<file path="src/rtl/pc_stack_unit.sv">
// pc_stack_unit
//
// Program counter with next-PC selection and a hardware return-address stack.
// Each cycle the next PC comes from one of four sources: increment, absolute
// jump, PC-relative branch, or the top of the return stack. Calls push the
// address of the following instruction. The stack tracks its depth and raises
// sticky overflow and underflow flags.
//
// Build option:
//   PC_STACK_SIGNED_OFS_EN  when defined, the branch offset is sign-extended,
//                           which allows backward branches. When undefined, it
//                           is zero-extended, giving forward-only branches.
//
// Parameters:
//   PC_W      PC / instruction-address width
//   OFS_W     branch offset width (OFS_W <= PC_W)
//   DEPTH     return-stack entries (>= 2)
//   RESET_PC  PC value loaded by reset
//
// Ports:
//   clk          rising-edge clock
//   rst          synchronous active-high reset; overrides stall
//   stall        hold pc, sp, stack contents and flags this cycle
//   pc_sel       next-PC source: 00 plus1, 01 jump, 10 branch, 11 return
//   push         push pc_plus1 onto the stack (call); with pc_sel=11, swap
//   jump_addr    absolute target for pc_sel=01
//   offset       branch offset for pc_sel=10
//   err_clr      clear sticky overflow/underflow (a same-cycle set wins)
//   pc           current PC (registered)
//   pc_plus1     pc + 1, wrapping (combinational)
//   sp           number of valid stack entries
//   stack_empty  sp == 0
//   stack_full   sp == DEPTH
//   overflow     sticky: push attempted while full
//   underflow    sticky: return attempted while empty

module pc_stack_unit #(
    parameter int              PC_W     = 12,
    parameter int              OFS_W    = 8,
    parameter int              DEPTH    = 8,
    parameter logic [PC_W-1:0] RESET_PC = '0
) (
    input  logic                         clk,
    input  logic                         rst,
    input  logic                         stall,
    input  logic [1:0]                   pc_sel,
    input  logic                         push,
    input  logic [PC_W-1:0]              jump_addr,
    input  logic [OFS_W-1:0]             offset,
    input  logic                         err_clr,
    output logic [PC_W-1:0]              pc,
    output logic [PC_W-1:0]              pc_plus1,
    output logic [$clog2(DEPTH+1)-1:0]   sp,
    output logic                         stack_empty,
    output logic                         stack_full,
    output logic                         overflow,
    output logic                         underflow
);

    localparam int SP_W  = $clog2(DEPTH+1);
    localparam int IDX_W = $clog2(DEPTH);

    localparam logic [1:0] SEL_PLUS1  = 2'b00;
    localparam logic [1:0] SEL_JUMP   = 2'b01;
    localparam logic [1:0] SEL_BRANCH = 2'b10;
    localparam logic [1:0] SEL_RETURN = 2'b11;

    // Widen the branch offset to PC width. Signedness is a build option.
    function automatic logic signed [PC_W-1:0] ext_ofs(input logic [OFS_W-1:0] ofs);
        logic signed [OFS_W-1:0] ofs_s;
        logic signed [PC_W-1:0]  ext;
        ofs_s = ofs;
`ifdef PC_STACK_SIGNED_OFS_EN
        ext = PC_W'(ofs_s);
`else
        ext = $signed(PC_W'(ofs));
`endif
        return ext;
    endfunction

    // Return-address storage; not reset, entries at or above sp are don't-care.
    logic [PC_W-1:0] stack_mem [DEPTH];

    logic [IDX_W-1:0] top_idx;
    logic [IDX_W-1:0] push_idx;
    logic [PC_W-1:0]  stack_top;
    logic [PC_W-1:0]  branch_tgt;

    logic [PC_W-1:0]  pc_next;
    logic [SP_W-1:0]  sp_next;
    logic             ovf_set;
    logic             unf_set;
    logic             wr_en;
    logic [IDX_W-1:0] wr_idx;

    assign pc_plus1    = pc + PC_W'(1);
    assign stack_empty = (sp == '0);
    assign stack_full  = (sp == SP_W'(DEPTH));

    // Only meaningful when the stack is non-empty / non-full respectively;
    // the truncation is safe under those guards.
    assign top_idx    = IDX_W'(sp - SP_W'(1));
    assign push_idx   = IDX_W'(sp);
    assign stack_top  = stack_mem[top_idx];
    assign branch_tgt = pc_plus1 + $unsigned(ext_ofs(offset));

    always_comb begin
        pc_next = pc_plus1;
        sp_next = sp;
        ovf_set = 1'b0;
        unf_set = 1'b0;
        wr_en   = 1'b0;
        wr_idx  = push_idx;

        case (pc_sel)
            SEL_PLUS1:  pc_next = pc_plus1;
            SEL_JUMP:   pc_next = jump_addr;
            SEL_BRANCH: pc_next = branch_tgt;
            SEL_RETURN: pc_next = stack_empty ? pc_plus1 : stack_top;
            default:    pc_next = pc_plus1;
        endcase

        if (pc_sel != SEL_RETURN) begin
            if (push) begin
                if (stack_full) begin
                    // Return address is dropped; the PC update still proceeds.
                    ovf_set = 1'b1;
                end else begin
                    wr_en   = 1'b1;
                    wr_idx  = push_idx;
                    sp_next = sp + SP_W'(1);
                end
            end
        end else if (!push) begin
            if (stack_empty) begin
                unf_set = 1'b1;
            end else begin
                sp_next = sp - SP_W'(1);
            end
        end else begin
            // Return with push: swap the top for the new return address.
            if (stack_empty) begin
                // Nothing to pop, but the push still lands in slot 0.
                unf_set = 1'b1;
                wr_en   = 1'b1;
                wr_idx  = '0;
                sp_next = SP_W'(1);
            end else begin
                wr_en   = 1'b1;
                wr_idx  = top_idx;
            end
        end
    end

    always_ff @(posedge clk) begin
        if (rst) begin
            pc        <= RESET_PC;
            sp        <= '0;
            overflow  <= 1'b0;
            underflow <= 1'b0;
        end else if (!stall) begin
            pc        <= pc_next;
            sp        <= sp_next;
            // Set takes priority over a same-cycle clear.
            overflow  <= ovf_set | (overflow  & ~err_clr);
            underflow <= unf_set | (underflow & ~err_clr);
        end
    end

    always_ff @(posedge clk) begin
        if (!rst && !stall && wr_en) begin
            stack_mem[wr_idx] <= pc_plus1;
        end
    end

endmodule

</file>
<file path="config.mk">
export PLATFORM = sky130hd
export DESIGN_NAME = pc_stack_unit
export DESIGN_NICKNAME = d
export VERILOG_FILES = /design/src/rtl/pc_stack_unit.sv
export SDC_FILE = /design/constraint.sdc
export NUM_CORES = 1
export LEC_CHECK = 0
export BUFFER_PORTS_ARGS = -buffer_cell sky130_fd_sc_hd__buf_2
export CORE_ASPECT_RATIO = 0.75
export CORE_MARGIN = 3
export CORE_UTILIZATION = 63
export CTS_CLUSTER_SIZE = 8
export DETAILED_ROUTE_END_ITERATION = 7
export PLACE_DENSITY = 0.95
export SYNTH_ARGS = -nofsm -noshare
export SYNTH_HDL_FRONTEND = slang
export SYNTH_SLANG_ARGS = --single-unit
</file>
<file path="constraint.sdc">
create_clock -name clk -period 5.4 [get_ports clk]
set_input_delay 0.54 -clock clk [delete_from_list [all_inputs] [get_ports clk]]
set_output_delay 0.54 -clock clk [all_outputs]
set_load 0.05 [all_outputs]
</file>
==> results.sh, run 1 <==
export IMPL_syn_to_final_growth_pct=17.0
export IMPL_vias_per_cell=6.92
export IMPL_cts_hold_buf=0
export IMPL_rsz0062_at_grt="no"
export IMPL_cts_root_buf="clkbuf_16"
export IMPL_cp_slowest_stage_delay_ps=1020
export IMPL_ff2ff_path_depth=8
export IMPL_critical_path_startpoint="sp[0]"
export IMPL_r2r_setup_slack_ps=1370
export IMPL_clockBufferDepth=2
export IMPL_vdd_drop_max_uv=361
export IMPL_cts_resized=0
export IMPL_grt_pass1_wl_mm=22.3
export IMPL_yosysUniqueCellTypes=58
export IMPL_crit_required_ps=5420
export IMPL_drt_wirelength_per_cell_um=24.9
export IMPL_fmax_mhz=248
export IMPL_cp_end_kind="flip-flop"
export IMPL_rows=28
export IMPL_cts_htree_levels=4
export IMPL_fillers=464
export IMPL_seqPwrFrac_pct=40.7
export IMPL_final_cells=579
export IMPL_max_slew_margin_pct=15.5
export IMPL_fin_crit_sh_pct=74.7
export IMPL_clkSlewWorstSetupHoldPaths_ps=50
export IMPL_dp_cells=547
export IMPL_synth_edf_count=96
export IMPL_hold_viol_final=0
export IMPL_synth_seq_area_share_pct=59.3
export IMPL_slew_viol_final=0
export IMPL_top_usage_layer="met2"
export IMPL_clockPowerShare_pct=43.3
export IMPL_tns_ps=0
export IMPL_antenna_found_initial=0
export IMPL_drtAntennaViolNets=0
export IMPL_cts_made_buffers=17
export IMPL_path_buf_inv=2
export IMPL_cp_top_family="simple AND/OR/NAND/NOR gates"
export IMPL_grt_use_met1_pct=40.5
export IMPL_grtUsageTotal_pct=30.9
export IMPL_outcome="complete, no violations"
export IMPL_worstSetupStartpointType="flip-flop"
export IMPL_whs_ps=481
export IMPL_drtIter0Drc=608
export IMPL_grt_pass1_vias=3922
export IMPL_use_met2_pct=49.8
export IMPL_cts_sinks=114
export IMPL_dpl_hpwl_mm=9.48
export IMPL_die_area_um2=9850
export IMPL_drtPass1Iterations=7
export IMPL_dieHeight_um=86.7
export IMPL_syn_num_nets=442
export IMPL_vias=4008
export IMPL_post_place_ws_ps=1440
export IMPL_p_leak_nw=2.36
export IMPL_ys_flop_type="edfxtp_1"
export IMPL_start_util_pct=67.0
export IMPL_totalWireLength_mm=14.4
export IMPL_fin_crit_ps=4030
export IMPL_cap_violations=0
export IMPL_arrival_ps=4050
export IMPL_fin_worst_skew_ps=7.43
export IMPL_port_buffer_count=58
export IMPL_synth_warnings=0
export IMPL_ios=59
export IMPL_cp_max_fo=35
export IMPL_grtUsageMet3_pct=10.2
export IMPL_gp_congestion=0.974
export IMPL_async_flop_share_pct=0
export IMPL_p_switching_uw=669
export IMPL_clkLatencyLatePin_ps=410
export IMPL_yosys_register_bits=114
export IMPL_cts_setup_buffers=0
export IMPL_drcViolationCount=0
export IMPL_antennaDiodeCount=0
export IMPL_combPwrFrac_pct=16.0
export IMPL_r2r_end="stack_mem[4][0]"
export IMPL_layout_drive_gt1_share_pct=26.4
export IMPL_swShare_pct=26.9
export IMPL_setup_ws_ps=1370
export IMPL_die_w_um=114
export IMPL_synth_cells=399
export IMPL_grt_max_degree=36
export IMPL_crit_chain="inv_1 -> ha_1 -> or3b_1 -> inv_1 -> nor3_1 -> a21oi_1 -> nand2b_1 -> nor2_1"
export IMPL_syn_area_per_cell_um2=13.7
export IMPL_setup_viol=0
export IMPL_crit_slowest_cell="dfxtp_2"
export IMPL_finalNetCount=504
export IMPL_worstSetupPathType="reg2reg"
export IMPL_overflow=0
export IMPL_min_path_type="in2reg"
export IMPL_crit_cells=8
export IMPL_crit_path_frequent_cell="inv_1"
export IMPL_p_int_mw=1.82
export IMPL_rr_startpoint="sp[0]"
export IMPL_syn_cell_area_um2=5470
export IMPL_cts_tree="yes"
export IMPL_power_density_nw_per_um2=389
export IMPL_tightest_slew_ps=1260
export IMPL_core_um2=8160
export IMPL_worst_setup_path_endpoint="stack_mem[4][0]"
sequential cells by signal, summed over array words and instances, names as in the netlist:
register / cells
stack_mem: 96
pc: 12
sp: 4
overflow: 1
underflow: 1
worst min path at each step:
stage            startpoint         to  slack [ps]  cells after the start
2_1_floorplan         pc[7]      pc[7]         730                      2
3_3_place_gp       overflow   overflow         460                      2
3_5_place_dp      underflow  underflow         480                      2
4_1_cts                 rst  underflow         460                      2
5_1_grt        jump_addr[4]      pc[4]         480                      3
6_report       jump_addr[6]      pc[6]         480                      3
synthesized netlist by cell type, drive strengths merged, types with 2 or more instances:
cell type | instances | share of area (%)
xnor2 | 13 | 2.1
nor2 | 31 | 2.1
buf | 7 | 0.80
nand2 | 23 | 1.7
and3 | 3 | 0.37
dfxtp | 18 | 6.6
a222oi | 2 | 0.37
a211oi | 5 | 0.78
nand4 | 4 | 0.46
o21ai | 21 | 1.9
a221oi | 6 | 0.96
edfxtp | 96 | 53
clkinv | 2 | 0.14
mux2i | 9 | 1.6
inv | 12 | 0.82
a21o | 5 | 0.82
a22oi | 2 | 0.27
clkbuf | 12 | 0.89
mux2 | 4 | 0.82
o211ai | 5 | 0.69
a21oi | 23 | 2.1
a31oi | 5 | 0.57
and4 | 2 | 0.32
mux4 | 24 | 9.9
nand3 | 13 | 1.2
nor3 | 6 | 0.55
a221o | 3 | 0.55
nand2b | 3 | 0.34
ha | 15 | 3.4
o221ai | 2 | 0.32
xor2 | 4 | 0.64
power groups by stage:
stage	Clock, mW	Combinational, mW	Sequential [mW]
after detailed placement	0	0.386	1.03
after floorplan	0	0.257	1.05
final	1.08	0.399	1.01
after CTS	1.08	0.393	1.01
after global routing	1.11	0.425	1.01
after global placement	0	0.371	1.03
metal layers:
metal	part of all wire, %	wire [um]	vias up
li1	-	-	1697
met1	37	5310	1952
met2	49	7000	312
met3	12	1760	47
met4	2.2	323	0
met5	0	0	-
cell usage in the layout, fill, tap and decap left out, types with 3 or more instances in the layout:
master,instances
mux4_2,24
a211oi_1,4
nand2_1,22
a221oi_1,6
dfxtp_1,17
o211ai_1,5
inv_1,12
a221o_1,3
nand2b_1,3
mux2i_1,9
nor3_1,4
nor2_1,31
ha_1,15
o21ai_0,19
clkbuf_1,6
xnor2_1,13
mux2_2,4
buf_4,4
buf_2,58
a21oi_1,23
nand4_1,4
xor2_1,4
edfxtp_1,96
a31oi_1,5
clkbuf_16,17
clkinv_2,5
nand3_1,13
a21o_1,4
per-stage QoR:
stage | util [%] | total power [mW] | instance area, um2
after floorplan | - | 1.30 | 5470
after global placement | 71.6 | 1.40 | 5840
after detailed placement | 71.6 | 1.41 | 5840
after CTS | 78.4 | 2.48 | 6400
after global routing | 78.4 | 2.55 | 6400
final | 78.4 | 2.49 | 6400
worst register-to-register path: cells and delay by family (launching register included):
family          cells  cell delay (ps)
simple gates        4             1850
flops               1             1020
buf+inv             2              350
fa+ha+maj           1              290
compound gates      1              150
cells by family after synthesis:
logic type | share of synthesized area (%)
DFF | 59.3
and+or+nand+nor | 8.23
AOI/OAI and AO/OA | 11.0
muxes | 12.4
buffers and inverters | 2.65
xor gates and xnor gates | 2.72
adders and majority gates | 3.80
cell type report:
cell class              instances  area [um2]  share of cell area, %
repair buffers                 62         320                   5.00
well taps                     105         131                   2.05
multi-input cells             252        2090                   32.7
clock buffers                  25         475                   7.43
flip-flops and latches        114        3240                   50.7
clock inverters                 7        85.1                   1.33
inverters                      14        52.6                  0.821
Power figures use the tool's default switching activity.
==> run 2: changes to the inputs <==
--- a/config.mk
+++ b/config.mk
@@ -8,10 +8,10 @@
 export BUFFER_PORTS_ARGS = -buffer_cell sky130_fd_sc_hd__buf_2
 export CORE_ASPECT_RATIO = 0.75
 export CORE_MARGIN = 3
-export CORE_UTILIZATION = 63
+export CORE_UTILIZATION = 53
 export CTS_CLUSTER_SIZE = 8
 export DETAILED_ROUTE_END_ITERATION = 7
-export PLACE_DENSITY = 0.95
+export PLACE_DENSITY = 0.87
 export SYNTH_ARGS = -nofsm -noshare
 export SYNTH_HDL_FRONTEND = slang
 export SYNTH_SLANG_ARGS = --single-unit
==> constraint.sdc (replaced) <==
create_clock -name clk -period 3.5 [get_ports clk]
set_input_delay 0.35 -clock clk [delete_from_list [all_inputs] [get_ports clk]]
set_output_delay 0.35 -clock clk [all_outputs]
set_load 0.05 [all_outputs]
==> run 2 against run 1 <==
Compared with the run above:
- non-clock buffer count up 14
- sequential power increased by 53%
- first-iteration DRC count up 4.6%
- core utilization is 12 points lower
- clock power increased by 31%
- count of clock-buffer cells in the layout fell by 7
- cell count grew 6.7%
- clock skew fell by 0.60 ps
- fmax grew 28%
- combinational power grew 62%
- register-to-register slack worse by 1000 ps
- design area rose by 1.9%
==> results.sh, run 2 (synthesis results as in run 1) <==
export IMPL_outcome="complete, no violations"
export IMPL_final_common_cell="edfxtp_1"
export IMPL_cts_sinks=114
export IMPL_p_int_mw=2.61
export IMPL_fin_util_pct=66.2
export IMPL_cts_root_buf="clkbuf_16"
export IMPL_vias=3968
export IMPL_power_density_nw_per_um2=553
export IMPL_syn_to_final_growth_pct=19.2
export IMPL_register_area_um2=3240
export IMPL_final_cell_area_um2=6520
export IMPL_drtAntennaViolNets=0
export IMPL_fin_crit_ps=3160
export IMPL_vias_per_cell=6.42
export IMPL_combPwrFrac_pct=17.9
export IMPL_grtUsageTotal_pct=26.2
export IMPL_clockBufferDepth=2
export IMPL_rsz0062_at_grt="no"
export IMPL_die_w_um=123
export IMPL_antennaDiodeCount=0
export IMPL_setup_ws_ps=342
export IMPL_hold_viol_final=0
export IMPL_cts_made_buffers=17
export IMPL_layout_drive_gt1_share_pct=29.0
export IMPL_fin_crit_sh_pct=90.2
export IMPL_seqPwrFrac_pct=42.9
export IMPL_grt_pass1_vias=3891
export IMPL_drtPass1Iterations=7
export IMPL_max_slew_margin_pct=33.9
export IMPL_p_switching_mw=1.00
export IMPL_grt_pass1_wl_mm=21.9
export IMPL_place_area_um2=6040
export IMPL_clockPowerShare_pct=39.2
export IMPL_drtIter0Drc=636
export IMPL_cap_violations=0
export IMPL_crit_required_ps=3830
export IMPL_largestRegisters="stack_mem: 96 flops, pc: 12 flops, sp: 4 flops"
export IMPL_finalNetCount=518
export IMPL_cts_htree_levels=4
export IMPL_whs_ps=259
export IMPL_cts_hold_buf=0
export IMPL_core_um2=9850
export IMPL_drt_wirelength_per_cell_um=23.2
export IMPL_multiInputGateArea_um2=2150
export IMPL_fin_worst_skew_ps=6.83
export IMPL_die_area_um2=11600
export IMPL_clkLatencyLatePin_ps=410
export IMPL_post_place_ws_ps=403
export IMPL_swShare_pct=27.8
export IMPL_slew_viol_final=0
export IMPL_min_path_type="in2reg"
export IMPL_cts_setup_buffers=0
export IMPL_crit_path_frequent_cell="ha_1"
export IMPL_port_buffer_count=58
export IMPL_tightest_slew_ps=985
export IMPL_final_cells=618
export IMPL_max_flop_register="stack_mem"
export IMPL_most_common_layout_cells="96 x edfxtp_1, 58 x buf_2, 31 x nor2_1"
export IMPL_dp_cells=588
export IMPL_dpl_hpwl_mm=9.48
export IMPL_cp_slowest_stage_delay_ps=460
export IMPL_p_leak_nw=2.44
export IMPL_clkSlewWorstSetupHoldPaths_ps=50
export IMPL_fillers=679
export IMPL_totalWireLength_mm=14.3
export IMPL_gp_congestion=0.983
export IMPL_worstSetupStartpointType="flip-flop"
export IMPL_cp_end_kind="flip-flop"
export IMPL_arrival_ps=3490
export IMPL_vdd_drop_max_uv=438
export IMPL_grt_max_degree=35
export IMPL_rows=31
export IMPL_cp_max_fo=13
export IMPL_largest_reg_flops=96
export IMPL_antenna_found_initial=0
export IMPL_dieHeight_um=94.0
export IMPL_setup_viol=0
export IMPL_start_util_pct=55.5
export IMPL_crit_slowest_cell="or4_1"
export IMPL_cts_tree="yes"
export IMPL_crit_chain="ha_1 -> and3_1 -> nand3_1 -> xnor2_4 -> ha_1 -> nand2_1 -> a211oi_1 -> nor3_1 -> or3_4 -> or4_1 -> a31oi_1"
export IMPL_ios=59
export IMPL_worstSetupPathType="reg2reg"
export IMPL_overflow=0
export IMPL_drcViolationCount=0
export IMPL_cts_resized=0
export IMPL_fmax_mhz=317
-- run 2: power groups by stage --
stage / logic [mW] / clock network (mW) / registers (mW)
global route: 0.688 / 1.50 / 1.55
CTS: 0.637 / 1.43 / 1.55
finish: 0.645 / 1.42 / 1.55
floorplan: 0.403 / 0 / 1.62
detailed placement: 0.630 / 0 / 1.57
global placement: 0.604 / 0 / 1.57
-- run 2: worst paths after layout --
check	start	endpoint	slack (ps)	cells after the start
worst min register to register	overflow	overflow	490	2
worst max register to register	pc[1]	pc[11]	340	11
worst max-delay path	pc[1]	pc[11]	340	11
worst min-delay path	jump_addr[4]	pc[4]	260	3
-- run 2: area by class of cell --
type	instances	share of cell area (%)
sequential	114	49.7
clock inverter	12	0.786
multi-input combinational	252	33.0
timing repair buffer	76	6.52
clock buffer	18	6.58
inverter	14	0.806
tap	132	2.53
-- run 2: worst max-delay path, delay by kind of cell, from the launching register on --
family / cells / cell delay [ps]
compound gates: 2 / 450
xor+xnor: 1 / 250
fa+ha+maj: 2 / 580
flops: 1 / 400
simple gates: 6 / 1400
-- run 2: metal layers --
layer | GRT usage, % | share of wire, % | up-vias
met3 | 9.45 | 11 | 36
li1 | - | - | 1725
met4 | 10.2 | 2.4 | 0
met5 | 0 | 0 | -
met1 | 35.2 | 39 | 1948
met2 | 39.4 | 47 | 259
-- run 2: stage by stage --
stage	power [mW]	TNS (ps)
6_report	3.61	0
5_1_grt	3.73	0
4_1_cts	3.61	0
3_5_place_dp	2.20	0
3_3_place_gp	2.17	0
2_1_floorplan	2.02	-5410
==> run 3: changes to the inputs <==
==> config.mk (replaced) <==
export PLATFORM = sky130hd
export DESIGN_NAME = pc_stack_unit
export DESIGN_NICKNAME = d
export VERILOG_FILES = /design/src/rtl/pc_stack_unit.sv
export SDC_FILE = /design/constraint.sdc
export NUM_CORES = 1
export LEC_CHECK = 0
export CORE_ASPECT_RATIO = 0.75
export CORE_MARGIN = 3
export CORE_UTILIZATION = 57
export CTS_CLUSTER_SIZE = 8
export DETAILED_ROUTE_END_ITERATION = 7
export DONT_BUFFER_PORTS = 1
export PLACE_DENSITY = 0.86
export SYNTH_ARGS = -nofsm -noshare
export SYNTH_HDL_FRONTEND = slang
export SYNTH_SLANG_ARGS = --single-unit
==> run 3 against run 2 <==
Compared with the run above:
- cell count shrank 6.5%
- sequential share of layout area shrank 0.17 points
- largest cell class unchanged
- via count shrank 2.0%
- design area grew 0.35%
- sequential cell count is the same
- largest power group is now clock
- fmax shrank 5.6%
- combinational power shrank 3.3%
==> results.sh, run 3 (synthesis results as in run 1) <==
export IMPL_outcome="complete, no violations"
export IMPL_cts_tree="yes"
export IMPL_finalNetCount=480
export IMPL_clkLatencyLatePin_ps=420
export IMPL_port_buffer_count=0
export IMPL_grtUsageTotal_pct=27.6
export IMPL_vdd_drop_max_uv=516
export IMPL_drt_wirelength_per_cell_um=24.6
export IMPL_place_area_um2=5900
export IMPL_final_cell_area_um2=6550
export IMPL_p_leak_nw=2.36
export IMPL_crit_required_ps=3840
export IMPL_rows=30
export IMPL_final_cells=578
export IMPL_cap_violations=0
export IMPL_ios=59
export IMPL_post_place_ws_ps=301
export IMPL_drtIter0Drc=644
export IMPL_worstSetupPathType="reg2reg"
export IMPL_min_path_type="in2reg"
export IMPL_fin_crit_sh_pct=95.6
export IMPL_cp_max_fo=12
export IMPL_fmax_mhz=299
export IMPL_largestRegisters="stack_mem: 96 flops, pc: 12 flops, sp: 4 flops"
export IMPL_cts_made_buffers=17
export IMPL_fin_util_pct=71.2
export IMPL_setup_viol=0
export IMPL_drcViolationCount=0
export IMPL_tightest_slew_ps=769
export IMPL_largest_reg_flops=96
export IMPL_rsz0062_at_grt="no"
export IMPL_crit_path_frequent_cell="buf_4"
export IMPL_setup_ws_ps=154
export IMPL_final_common_cell="edfxtp_1"
export IMPL_antenna_found_initial=0
export IMPL_max_slew_margin_pct=48.7
export IMPL_dieHeight_um=90.8
export IMPL_die_w_um=119
export IMPL_cts_root_buf="clkbuf_16"
export IMPL_crit_slowest_cell="or4_1"
export IMPL_overflow=0
export IMPL_antennaDiodeCount=0
export IMPL_start_util_pct=59.5
export IMPL_gp_congestion=0.974
export IMPL_power_density_nw_per_um2=603
export IMPL_cts_resized=0
export IMPL_fin_worst_skew_ps=9.29
export IMPL_most_common_layout_cells="96 x edfxtp_1, 37 x buf_4, 31 x nor2_1"
export IMPL_grt_pass1_wl_mm=22.1
export IMPL_die_area_um2=10800
export IMPL_drtAntennaViolNets=0
export IMPL_arrival_ps=3680
export IMPL_fin_crit_ps=3350
export IMPL_vias_per_cell=6.73
export IMPL_cp_end_kind="flip-flop"
export IMPL_layout_drive_gt1_share_pct=25.3
export IMPL_clkSlewWorstSetupHoldPaths_ps=60
export IMPL_syn_to_final_growth_pct=19.6
export IMPL_tns_ps=0
export IMPL_grt_max_degree=35
export IMPL_totalWireLength_mm=14.2
export IMPL_dp_cells=545
export IMPL_hold_viol_final=0
export IMPL_drtPass1Iterations=8
export IMPL_cts_htree_levels=4
export IMPL_power_total_mw=3.95
export IMPL_grt_pass1_vias=3810
export IMPL_vias=3890
export IMPL_cp_slowest_stage_delay_ps=460
export IMPL_max_flop_register="stack_mem"
export IMPL_whs_ps=26.3
export IMPL_worstSetupStartpointType="flip-flop"
export IMPL_clockBufferDepth=2
export IMPL_crit_chain="buf_4 -> and4_1 -> nand2_1 -> xnor2_2 -> buf_4 -> ha_1 -> a21oi_1 -> o21ai_0 -> nor3_1 -> or3_4 -> or4_1 -> a31oi_1"
export IMPL_core_um2=9200
export IMPL_slew_viol_final=0
export IMPL_cts_sinks=114
export IMPL_dpl_hpwl_mm=9.14
## run 3: cell types whose count changed in the layout (fill, tap and decap cells not counted), sizes merged
cell,change
buf,-39
clkinvlp,+2
bufinv,+1
clkinv,-5
dlygate4sd3,+1
clkbuf,+4
## run 3: worst max-delay path: cells and delay by family (launching register included)
kind / cells / cell delay, ps
adders and majority gates: 1 / 250
and+or+nand+nor: 5 / 1570
buffers and inverters: 2 / 530
DFF: 1 / 340
AOI/OAI and AO/OA: 3 / 370
xor gates and xnor gates: 1 / 180
## run 3: worst paths after layout
| check | slack, ps | start | end | depth (start not counted) |
|---|---|---|---|---|
| setup / recovery | 150 | pc[0] | pc[11] | 12 |
| hold / removal | 30 | rst | pc[8] | 1 |
| setup reg to reg | 150 | pc[0] | pc[11] | 12 |
| hold reg to reg | 590 | pc[3] | pc[3] | 1 |
## run 3: report_power, final
group	leakage (nW)	internal, mW	switching (mW)
Clock	0.308	1.16	0.613
Combinational	1.04	0.221	0.404
Sequential	1.02	1.52	0.0307
## run 3: final cells by class
class	count	area (um2)
sequential	114	3240
clock buffer	22	539
clock inverter	10	91.3
timing repair buffer	38	288
fill	569	2650
multi-input combinational	252	2170
tap	128	160
inverter	14	52.6
## run 3: timing repair
item                      in CTS  in global routing
hold buffers                   1                  0
buffers inserted               0                  0
hold endpoints to repair       6                  0
## run 3: routing by layer
| layer | share of wire (%) | wire length (um) | GRT usage, % |
|---|---|---|---|
| met5 | 0 | 0 | 0 |
| met4 | 2.1 | 303 | 9.35 |
| met3 | 11 | 1580 | 9.83 |
| met2 | 46 | 6570 | 40.2 |
| met1 | 41 | 5780 | 38.8 |
